File: src/rtl/popcount_100b.sv
// popcount_100b: 100-bit population count, combinational result plus a 1-cycle registered copy.
// Optional is_zero/is_full flags when POPCOUNT_FLAGS_EN is defined.
module popcount_100b (
    input  logic        clk,
    input  logic        reset,
    input  logic [99:0] in_,
    output logic [6:0]  out,
    output logic [6:0]  out_q
`ifdef POPCOUNT_FLAGS_EN
    ,
    output logic        is_zero,
    output logic        is_full
`endif
);
    localparam int WIDTH = 100;
    localparam int CNT_W = 7;
    logic [2:0]       l0 [25];
    logic [3:0]       l1 [13];
    logic [4:0]       l2 [7];
    logic [5:0]       l3 [4];
    logic [CNT_W-1:0] l4 [2];
    for (genvar i = 0; i < 25; i++) begin : g_l0
        assign l0[i] = 3'(in_[4*i]) + 3'(in_[4*i+1]) + 3'(in_[4*i+2]) + 3'(in_[4*i+3]);
    end
    for (genvar i = 0; i < 12; i++) begin : g_l1
        assign l1[i] = 4'(l0[2*i]) + 4'(l0[2*i+1]);
    end
    assign l1[12] = 4'(l0[24]);
    for (genvar i = 0; i < 6; i++) begin : g_l2
        assign l2[i] = 5'(l1[2*i]) + 5'(l1[2*i+1]);
    end
    assign l2[6] = 5'(l1[12]);
    for (genvar i = 0; i < 3; i++) begin : g_l3
        assign l3[i] = 6'(l2[2*i]) + 6'(l2[2*i+1]);
    end
    assign l3[3] = 6'(l2[6]);
    for (genvar i = 0; i < 2; i++) begin : g_l4
        assign l4[i] = 7'(l3[2*i]) + 7'(l3[2*i+1]);
    end
    // Final sum peaks at 100, so 7 bits never wrap.
    assign out = l4[0] + l4[1];
    always_ff @(posedge clk)
        out_q <= !reset ? '0 : out;
`ifdef POPCOUNT_FLAGS_EN
    assign is_zero = (out == '0);
    assign is_full = (out == CNT_W'(WIDTH));
`endif
endmodule

File: config.mk
export PLATFORM = sky130hd
export DESIGN_NAME = popcount_100b
export DESIGN_NICKNAME = d
export VERILOG_FILES = /design/src/rtl/popcount_100b.sv
export SDC_FILE = /design/constraint.sdc
export NUM_CORES = 1
export LEC_CHECK = 0
export ABC_AREA = 1
export CORE_MARGIN = 2
export CORE_UTILIZATION = 41
export DETAILED_ROUTE_END_ITERATION = 10
export GPL_TIMING_DRIVEN = 0
export MAX_ROUTING_LAYER = met4
export PLACE_DENSITY_LB_ADDON = 0.3
export SLEW_MARGIN = 30
export SYNTH_ARGS = -nofsm -noshare
export SYNTH_HDL_FRONTEND = slang
export SYNTH_SLANG_ARGS = --single-unit
export TNS_END_PERCENT = 50
File: constraint.sdc
create_clock -name clk -period 9 [get_ports clk]
set_clock_uncertainty 0.15 [all_clocks]
set_input_delay 1.8 -clock clk [delete_from_list [all_inputs] [get_ports clk]]
set_output_delay 1.8 -clock clk [all_outputs]
set_load 0.01 [all_outputs]
# Yosys cells after proc, flatten, opt, wreduce, memory -nomap -nowiden
# Index checks and enable logic that the tools add are counted.
classes:
  addsub: 99
ops:
  columns: ["operator", "count"]
  rows:
  - ["$add A2 B1 Y3", 25]
  - ["$add A3 B1 Y3", 25]
  - ["$add A1 B1 Y2", 25]
  - ["$add A3 B3 Y4", 12]
  - ["$add A4 B4 Y5", 6]
  - ["$add A5 B5 Y6", 3]
  - ["$add A6 B3 Y7", 1]
  - ["$add A6 B6 Y7", 1]
  - ["$add A7 B7 Y7", 1]
word_totals:
  register_bits: 7
  output_inout_bits: 14
  word_cells: 100

# Depth between registers and ports, before layout
depth:
  depth_word: 8
  depth_mapped: 26

# Worst setup path after synthesis
# No wires, ideal clock.
synth_timing:
  path_kind: "input to output"
  from: "input in_[59]"
  to: "output out[4]"
  arrival_ps: 7455
  required_time_ps: 7050
  slack_ps: -405
  path_stages: 26
  n_path_buf: 0
  path_cell_list: "inv_1 fa_1 inv_1 fa_1 inv_1 fa_1 inv_1 fa_1 inv_1 fa_1 inv_1 fa_1 fa_1 fa_1 inv_1 fa_1 inv_1 ha_1 inv_1 fa_1 inv_1 nand2_1 nand3_1 a21o_1 nand2_1 inv_1"
synth_via:
  elab_chain_len: 6
synth_lines:
  columns: ["item", "line", "source"]
  rows:
  - ["start, declared", "6", "input logic [99:0] in_,"]
  - ["$add A3 B1 Y3", "23", "assign l0[i] = 3'(in_[4*i]) + 3'(in_[4*i+1]) + 3'(in_[4*i+2]) + 3'(in_[4*i+3]);"]
  - ["$add A3 B3 Y4", "26", "assign l1[i] = 4'(l0[2*i]) + 4'(l0[2*i+1]);"]
  - ["$add A4 B4 Y5", "30", "assign l2[i] = 5'(l1[2*i]) + 5'(l1[2*i+1]);"]
  - ["$add A5 B5 Y6", "34", "assign l3[i] = 6'(l2[2*i]) + 6'(l2[2*i+1]);"]
  - ["$add A6 B6 Y7", "38", "assign l4[i] = 7'(l3[2*i]) + 7'(l3[2*i+1]);"]
  - ["$add A7 B7 Y7", "41", "assign out = l4[0] + l4[1];"]
  - ["end, declared", "7", "output logic [6:0] out,"]
# Every way passes these cells.

# Worst setup path after layout
layout_timing:
  from: "input in_[15]"
  to: "output out[4]"
# Same word-level chain as after synthesis.

==> metrics.txt <==
average size of a mapped cell 9.71 µm²; first-pass GRT wire length 8.29 mm; Gate Count Post-Synth 296; flops & latches, synth 7; hpwl dp 5.08 mm; Worst-Margin Slew 0.212 ns; Total GRT Usage 0.138; max_slew headroom 0.859; CP required 7.05 ns; CTS Buf Count 3; Setup crit end kind primary output; sequential fraction of the synthesis area 0.0488; Via density 4.11; Final Net Count 627; fraction of layout cells with a size suffix above 1 0.230; # fillers 611; Top reg by flops out_q; Core ar. 6790 µm²; fin cells 513; critical path class in -> out; crit path time final 9.69 ns; worst-path fanout max 3; multi-input combinational cell area 2310 µm²; clk sink count 7; sequential cell area 140 µm²; Async SR Flop Fraction 0; Synth area leader fa_1; Final Max Slew Viols 0; HP Start reset; status finished with violations; Tcrit/Tclk final 1.08; final setup margin -0.691 ns; # port buffers 115; Placed Area 4170 µm²; worst hold path depth 3; Syn. warnings 0; fin area 4190 µm²; final WL 5.10 mm; DIE AREA 7690 µm²; arrival time worst endpoint 7.74 ns; Post-synth EDFFs 0; Site Rows 30; Largest regs out_q: 7 flops; CTS tree built; Fmax 103 MHz; CTS max path bufs 2; detailed-route via count 2110; DR iter-0 viols 22; count of cell types in the netlist 17; Core Util, Final 0.617; Critical Path Source Type primary input; # setup viols final 7; via count of the first global-routing pass 2127; Clock Pin Slew Worst Setup and Hold Paths 0.04 ns; CTS H-tree depth 1; final hold violations 0; DRC viols 0; hold endpoint out_q[0]; largest net degree at the start of global routing 8; Initial Util 0.423; syn_nets 505; IO Pins 116; RSZ-0062 raised after global routing true; Die Y 87.7 µm; Max-Cap Viols 0; Routed wire per std cell 9.93 µm; antenna cells 0; grt ovf 0; clk root buf clkbuf_8; Synth area leaders fa_1 61%, inv_1 18%, ha_1 8.3%; failing checks setup timing; worst hold path type in -> reg; top cell type's share of synthesized area 0.613; area grow syn2layout 46.0%; Die X 87.7 µm; Final ANT Viol Nets 0; Top FF cell, synth dfxtp_1; most numerous cell in the Yosys netlist inv_1; Synth Cell Area 2870 µm²; hold buffers post-CTS 0; max reg flops 7; commonest cells in the netlist 138 x inv_1, 88 x fa_1, 20 x nand2_1, 19 x ha_1, 7 x dfxtp_1; Inst Count DP 507; initial antenna violation count 0; routability congestion estimate 0.763; First-pass DRT Iterations 4
-- area by class of cell --
cell class,instances,area share
clock buffer,4,0.0107
inverter,139,0.128
multi-input combinational,150,0.550
sequential,7,0.0334
tap,96,0.0286
timing repair buffer,117,0.249
-- stage by stage --
step / setup TNS (ns) / setup slack (ns) / hold slack [ns]
3_5_place_dp: -10.13 / -1.70 / 2.27
2_1_floorplan: -1.48 / -0.340 / 1.74
4_1_cts: -4.77 / -0.853 / 2.04
6_report: -3.45 / -0.691 / 2.04
5_1_grt: -4.77 / -0.880 / 2.06
3_3_place_gp: -9.86 / -1.64 / 2.27
-- layer usage --
layer  GRT usage  wire (µm)  vias up
met4      0.0126         13        0
met2       0.254       2880       68
met5           -          0        -
met1       0.162       1860     1014
li1            -          -     1026
met3      0.0283        344        2
-- kinds of logic (layout without fill, tap and decap cells) --
kind of cell | count (synthesis) | in the layout | synth area share
buffers and inverters | 139 | 260 | 0.182
xor gates and xnor gates | 1 | 1 | 0.00566
adders and majority gates | 107 | 107 | 0.696
and+or+nand+nor | 38 | 38 | 0.0601
AOI/OAI and AO/OA | 4 | 4 | 0.00784
DFF | 7 | 7 | 0.0488
-- worst max-delay path by stage --
stage	startpoint	endpoint	slack, ns	depth (start not counted)
after floorplan	in_[59]	out[4]	-0.34	26
after global placement	in_[59]	out[4]	-1.64	28
after detailed placement	in_[59]	out[4]	-1.70	28
after CTS	in_[63]	out[4]	-0.85	28
after global routing	in_[15]	out[4]	-0.88	24
final	in_[15]	out[4]	-0.69	24
-- repair_timing --
| item | CTS | global route |
|---|---|---|
| cloned | 0 | 0 |
| pin swaps | 55 | 50 |
| endpoints found under the setup margin | 7 | 7 |
| gates resized for setup | 131 | 65 |
| setup buffers | 2 | 0 |
-- critical path, stage by stage --
cell,delay [ns]
dlygate4sd2_1,0.19
inv_1,0.05
fa_1,0.54
inv_2,0.04
fa_2,0.54
fa_2,0.45
fa_1,0.50
fa_1,0.52
fa_2,0.57
fa_2,0.44
fa_1,0.51
inv_1,0.05
fa_1,0.44
inv_2,0.08
ha_4,0.13
inv_2,0.03
fa_2,0.35
inv_2,0.08
nand2_2,0.05
nand3_2,0.07
a21o_1,0.13
nand2_2,0.06
inv_2,0.05
buf_6,0.09
-- layout by cell type (no fill, tap or decap), types with 2 or more instances in the layout --
master and instances:
nand3_2 4, dlygate4sd2_1 18, clkdlybuf4s15_1 7, nand3_1 2, dlymetal6s2s_1 3, a21oi_1 3, inv_2 31, dfxtp_1 7
inv_8 2, or2_1 2, clkbuf_8 3, nand2_1 14, clkdlybuf4s50_1 57, buf_2 10, nor2_1 5, clkbuf_2 12
ha_1 16, inv_1 106, fa_1 76, buf_6 6, nand4_1 2, buf_4 4, nand2_2 7, ha_4 3
fa_2 12
Power is not shown: default switching activity piles up to over one toggle a cycle in this logic, so the estimate is an artifact.
